### src/rtl/iob_fifo_async_wr_arbiter.sv
// Burst-granular round-robin arbiter that shares one iob_fifo_async write port among N producers.
// A burst is granted only when the FIFO has room for all of its beats.
module iob_fifo_async_wr_arbiter #(
    parameter int unsigned N      = 4,
    parameter int unsigned DATA_W = 8,
    parameter int unsigned ADDR_W = 4,
    parameter int unsigned LEN_W  = ADDR_W + 1
) (
    input  logic                w_clk_i,
    input  logic                arst_i,
    input  logic                cke_i,
    input  logic [N-1:0]        req_i,
    input  logic [N*LEN_W-1:0]  len_i,
    input  logic [N-1:0]        valid_i,
    input  logic [N*DATA_W-1:0] data_i,
    output logic [N-1:0]        ready_o,
    output logic [N-1:0]        grant_o,
    output logic [N-1:0]        done_o,
    output logic                busy_o,
    output logic                fifo_w_en_o,
    output logic [DATA_W-1:0]   fifo_w_data_o,
    input  logic                fifo_w_full_i,
    input  logic [ADDR_W:0]     fifo_w_level_i
);
    localparam int unsigned    PTR_W    = (N > 1) ? $clog2(N) : 1;
    localparam logic [LEN_W:0] DEPTH    = (LEN_W + 1)'(2 ** ADDR_W);
    localparam logic [PTR_W-1:0] LAST_IDX = PTR_W'(N - 1);

    typedef enum logic {StIdle, StBurst} state_t;

    state_t            r_state, w_state_d;
    logic [PTR_W-1:0]  r_rr_ptr, w_rr_ptr_d;
    logic [PTR_W-1:0]  r_gsel, w_gsel_d;
    logic [LEN_W-1:0]  r_cnt, w_cnt_d;
    logic [N-1:0]      r_done, w_done_d;
    logic [DATA_W-1:0] r_wdata, w_wdata_d;

    logic [LEN_W:0]    w_level_ext;
    logic [LEN_W:0]    w_free;
    logic [N-1:0]      w_elig;
    logic [31:0]       w_k;
    logic              w_win_found;
    logic [PTR_W-1:0]  w_win_idx;
    logic [LEN_W-1:0]  w_win_len;
    logic [DATA_W-1:0] w_sel_data;
    logic              w_sel_valid;
    logic [N-1:0]      w_gsel_oh;
    logic              w_busy;
    logic              w_ready;
    logic              w_beat;

    // Free space saturates at zero rather than wrapping on an out-of-range level.
    assign w_level_ext = (LEN_W + 1)'(fifo_w_level_i);
    assign w_free      = (w_level_ext >= DEPTH) ? '0 : DEPTH - w_level_ext;

    for (genvar g = 0; g < N; g++) begin : g_elig
        logic [LEN_W:0] w_len_ext;
        assign w_len_ext = {1'b0, len_i[g*LEN_W +: LEN_W]};
        assign w_elig[g] = req_i[g] && (w_len_ext != '0) && (w_len_ext <= DEPTH)
                           && (w_len_ext <= w_free);
    end

    // First eligible requester starting at rr_ptr wins; ineligible ones are skipped.
    always_comb begin
        w_win_found = 1'b0;
        w_win_idx   = '0;
        w_k         = '0;
        for (int i = 0; i < N; i++) begin
            w_k = 32'(r_rr_ptr) + 32'(i);
            if (w_k >= N) begin
                w_k = w_k - N;
            end
            if (!w_win_found && w_elig[w_k[PTR_W-1:0]]) begin
                w_win_found = 1'b1;
                w_win_idx   = w_k[PTR_W-1:0];
            end
        end
    end

    always_comb begin
        w_sel_data = '0;
        w_win_len  = '0;
        for (int k = 0; k < N; k++) begin
            if (r_gsel == PTR_W'(k)) begin
                w_sel_data = data_i[k*DATA_W +: DATA_W];
            end
            if (w_win_idx == PTR_W'(k)) begin
                w_win_len = len_i[k*LEN_W +: LEN_W];
            end
        end
    end

    assign w_sel_valid = valid_i[r_gsel];
    assign w_gsel_oh   = N'(1) << r_gsel;
    assign w_busy      = (r_state == StBurst);
    assign w_ready     = w_busy && cke_i && !fifo_w_full_i;
    assign w_beat      = w_ready && w_sel_valid;

    assign busy_o        = w_busy;
    assign grant_o       = w_busy ? w_gsel_oh : '0;
    assign ready_o       = w_ready ? w_gsel_oh : '0;
    assign done_o        = r_done;
    assign fifo_w_en_o   = w_beat;
    assign fifo_w_data_o = w_busy ? w_sel_data : r_wdata;

    always_comb begin
        w_state_d  = r_state;
        w_rr_ptr_d = r_rr_ptr;
        w_gsel_d   = r_gsel;
        w_cnt_d    = r_cnt;
        w_done_d   = '0;
        w_wdata_d  = r_wdata;
        unique case (r_state)
            StIdle: begin
                if (w_win_found) begin
                    w_gsel_d  = w_win_idx;
                    w_cnt_d   = w_win_len;
                    w_state_d = StBurst;
                end
            end
            StBurst: begin
                if (w_beat) begin
                    w_wdata_d = w_sel_data;
                    w_cnt_d   = r_cnt - 1'b1;
                    if (r_cnt == LEN_W'(1)) begin
                        w_state_d  = StIdle;
                        w_rr_ptr_d = (r_gsel == LAST_IDX) ? '0 : r_gsel + 1'b1;
                        w_done_d   = w_gsel_oh;
                    end
                end
            end
        endcase
    end

    always_ff @(posedge w_clk_i or posedge arst_i) begin
        if (arst_i) begin
            r_state  <= StIdle;
            r_rr_ptr <= '0;
            r_gsel   <= '0;
            r_cnt    <= '0;
            r_done   <= '0;
            r_wdata  <= '0;
        end else if (cke_i) begin
            r_state  <= w_state_d;
            r_rr_ptr <= w_rr_ptr_d;
            r_gsel   <= w_gsel_d;
            r_cnt    <= w_cnt_d;
            r_done   <= w_done_d;
            r_wdata  <= w_wdata_d;
        end
    end

endmodule
### config.mk
export PLATFORM = sky130hd
export DESIGN_NAME = iob_fifo_async_wr_arbiter
export DESIGN_NICKNAME = d
export VERILOG_FILES = /design/src/rtl/iob_fifo_async_wr_arbiter.sv
export SDC_FILE = /design/constraint.sdc
export NUM_CORES = 1
export LEC_CHECK = 0
export CAP_MARGIN = 20
export CELL_PAD_IN_SITES_DETAIL_PLACEMENT = 1
export CELL_PAD_IN_SITES_GLOBAL_PLACEMENT = 1
export CORE_ASPECT_RATIO = 1.25
export CORE_MARGIN = 4
export CORE_UTILIZATION = 34
export CTS_BUF_LIST = sky130_fd_sc_hd__clkbuf_2 sky130_fd_sc_hd__clkbuf_4 sky130_fd_sc_hd__clkbuf_8
export CTS_CLUSTER_DIAMETER = 150
export DETAILED_ROUTE_END_ITERATION = 10
export GPL_ROUTABILITY_DRIVEN = 0
export MAX_ROUTING_LAYER = met4
export PLACE_DENSITY_LB_ADDON = 0.15
export REMOVE_ABC_BUFFERS = 1
export SETUP_SLACK_MARGIN = 0.4
export SLEW_MARGIN = 5
export SYNTH_ARGS = -nofsm -noshare
export SYNTH_HDL_FRONTEND = slang
export SYNTH_SLANG_ARGS = --single-unit
### constraint.sdc
create_clock -name w_clk_i -period 4 [get_ports w_clk_i]
set_clock_uncertainty 0.05 [all_clocks]
set_input_delay 1.2 -clock w_clk_i [delete_from_list [all_inputs] [get_ports w_clk_i]]
set_output_delay 1.2 -clock w_clk_i [all_outputs]
set_load 0.05 [all_outputs]
==> summary.md <==
| Metric | Value |
|---|---|
| Post-synth cell types | 48 |
| GRT Residual Overflow | 0 |
| Diodes inserted | 0 |
| Vias in the first global route | 3,113 |
| H-tree depth | 1 |
| Synth area leaders | dfrtp_1 24%, ha_1 15%, a21oi_1 7.8%, nor2_1 5.7%, nand2_1 4.9% |
| CTS Root Cell | clkbuf_8 |
| Yosys reg bits | 22 |
| Worst slew pin tran | 0.909 ns |
| Layout area overhead | 87.4% |
| Comb pwr share | roughly 81% |
| Final Critical Period | 4.37 ns |
| Fill cells | ~750 |
| PortBufs | 90 |
| Clock-pin transition on the worst setup and hold timing paths | 0.08 ns |
| Post-synth top flop | dfrtp_1 |
| Clk pwr share | under 10% |
| CTS buffer count | 3 |
| Most common cell in the synthesized netlist | a21oi_1 |
| Critical Path Most Common Cell | buf_4 |
| CTS tree | yes |
| Register-to-register setup slack | between 1.5 and 2 ns |
| Fmax achieved | 229 MHz |
| Vert. Die Dim | approximately 100 microns |
| Final WL | roughly 11 mm |
| Max-cap viol count | 0 |
| Multi-input logic area | 1990 sq um |
| Run status | finished with violations |
| Synth async-reset ratio | 100% |
| Final WS setup | -0.366 ns |
| Worst hold-check slack | roughly 0.44 ns |
| Initial core utilization | 35.1% |
| Leakage | 1.91 nW |
| Fin. Hold Viols | 0 |
| IO Pins | between 90 and 100 |
| CTS Hold Buffers Added | 0 |
| Worst-path cell chain | buf_8 -> inv_4 -> ha_4 -> or3b_4 -> a21oi_2 -> buf_4 -> nand3b_1 -> ha_1 -> o21a_1 -> o31ai_4 -> a211oi_2 -> or3_4 -> a21o_1 -> buf_4 -> and3_4 -> mux2i_1 -> o221ai_1 |
| Wire length per cell | roughly 21 microns |
| Post-synth top cells | 36 x a21oi_1, 35 x nor2_1, 30 x nand2_1 |
| Required @ worst endpoint | between 4 and 5 ns |
| Failing checks | negative setup slack |
| Residual DRC count | 0 |
| Storage cell area | roughly 550 sq um |
| Sequential share of the synthesized area | between 20% and 30% |
| Pre-CTS setup slack | -1.13 ns |
| Sw Pwr | between 0.001 and 0.0015 W |
| Pwr dens | between 600 and 700 nW/um^2 |
| Worst hold path class | flop to flop |
| First-pass GRT wire length | approximately 15 mm |
| Synth top area share | between 20% and 30% |
| Critical path arrival | 4.44 ns |
| Clock sink count | 22 |
| Yosys warnings | 0 |
| Largest net degree at the start of global routing | 27 |
| Die area | approximately 8000 sq um |
| Net count, final | between 500 and 600 |
| Initial antenna violation count | 0 |
| Rows | 33 |
| Internal power | between 0.0015 and 0.002 W |
| Initial DRC Count | a little under 80 |
| Total Power | between 0.002 and 0.003 W |
| Clock tree buffer depth | 2 |
| Initial DRT Pass Iterations | 4 |
| Max_slew headroom | about two fifths |
| Via count | 2,931 |
| Worst Path Buf+Inv | 4 |
| Worst Setup Start Kind | input pin |
| Mapped Cells | around 290 |
| Hpwl dp | slightly below 7 mm |
| Routed vias/inst | ~5.6 |
| Clk Latency, worst-skew pair | approximately 0.27 ns |
| CP max FO | 5 |
| Max stage delay cell, worst path | or3b_4 |
| Synthesized cell area | about 2300 sq um |
| CP delay by family, top | simple AND/OR/NAND/NOR gates |
| Final worst path period share | 109% |
| Area leader, netlist | dfrtp_1 |
| Avg Cell Area, Syn | 7.86 sq um |
| Die X | approximately 80 microns |
| RSZ-0062 raised after global routing | true |
| Switch share | between 40% and 50% |
| Critical path capture point type | flop |
| Final Setup Violations | 8 |
| Post-layout util | between 60% and 70% |
| Number of flops mapped to enable cells by yosys | 0 |
| Crit path largest cell delay | about 0.39 ns |
| Reg power frac | between 10% and 20% |
| Share of layout cells above drive strength 1 | a little under two fifths |
| Peak VDD IR | between 0.4 and 0.5 mV |
| Antenna viol nets, final | 0 |
| Gr usage total | approximately 25% |
| Slew Viols, Final | 0 |
| Total core area | about 6600 sq um |
| Setup CP Type | input pin to flop |
-- state kept, by name (all words and copies together), names as in the netlist --
signal and flops:
r_cnt 5, busy_o 1, r_gsel 2, r_wdata 8
done_o 4, r_rr_ptr 2
-- layer usage --
layer | track usage (%) | share of wire [%]
met5 | - | 0
met2 | 50.2 | 56
met3 | 3.32 | 5.3
met4 | 8.95 | 5.4
met1 | 23.1 | 34
-- cell families after synthesis --
logic type | share of synthesized area, %
DFF | 23.9
xor gates and xnor gates | 1.90
AOI/OAI and AO/OA | 23.7
buffers and inverters | 5.70
and+or+nand+nor | 23.2
adders and majority gates | 15.2
muxes | 6.36
-- what timing repair did --
| item | in CTS | in global routing |
|---|---|---|
| setup buffers | 11 | 9 |
| pin swaps | 55 | 29 |
| gates cloned | 1 | 0 |
| setup endpoints to repair | 19 | 20 |
| resized for setup | 109 | 65 |
-- tightest hold or removal path, stage by stage (launching register included) --
cell	delay, ns
dfrtp_1	0.35
nand2_1	0.05
o21ai_0	0.06
-- through the flow --
step / cells / TNS [ns] / instance area, sq um
global route: 520 / -3.29 / 4320
finish: 520 / -2.15 / 4320
floorplan: 280 / -1.72 / 2250
detailed placement: 495 / -8.28 / 3670
global placement: 495 / -6.75 / 3670
CTS: 511 / -1.10 / 4090
-- power groups by stage --
| stage | Sequential (W) | Clock, W | Combinational, W |
|---|---|---|---|
| 2_1_floorplan | 0.000375 | 0 | 0.00103 |
| 3_3_place_gp | 0.000385 | 0 | 0.00182 |
| 3_5_place_dp | 0.000390 | 0 | 0.00186 |
| 4_1_cts | 0.000388 | 0.000164 | 0.00230 |
| 5_1_grt | 0.000414 | 0.000177 | 0.00249 |
| 6_report | 0.000403 | 0.000163 | 0.00237 |
-- final cells by class --
type                    count  share of cell area [%]
repair buffers            148                    35.4
multi-input cells         239                    46.1
flip-flops and latches     22                    12.8
clock buffers               4                    1.28
inverters                  20                    1.86
well taps                  87                    2.52
-- cell usage in the layout (no fill, tap or decap), types with 4 or more instances in the layout --
cell type and instances:
buf_4 47, clkbuf_8 4, a31oi_1 4, buf_12 7, clkbuf_16 7, dfrtp_1 19, nand2_1 23, buf_2 5
a22oi_2 5, mux2i_1 5, xnor2_1 5, nor4_1 5, buf_6 10, clkdlybuf4s50_1 46, inv_1 16, a21oi_1 15
nor2_1 32, and2_1 7, ha_1 20, o221ai_1 4, ha_4 7, dlygate4sd2_1 10, a21o_1 4, o21ai_0 13
nand2_2 4, a21oi_2 21, clkdlybuf4s15_1 10
-- final timing paths --
check / from / to / depth (start not counted)
max: fifo_w_level_i[1] / r_cnt[3]$_DFFE_PP0P_ / 17
min: r_wdata[6]$_DFFE_PP0P_ / r_wdata[6]$_DFFE_PP0P_ / 2
max reg2reg: busy_o$_DFFE_PP0P_ / r_rr_ptr[0]$_DFFE_PP0P_ / 7
min reg2reg: r_wdata[6]$_DFFE_PP0P_ / r_wdata[6]$_DFFE_PP0P_ / 2
max in group asynchronous: arst_i / r_gsel[1]$_DFFE_PP0P_ / 2
min in group asynchronous: arst_i / done_o[1]$_DFFE_PP0P_ / 2
No activity file was read; power rests on OpenSTA's default activity.
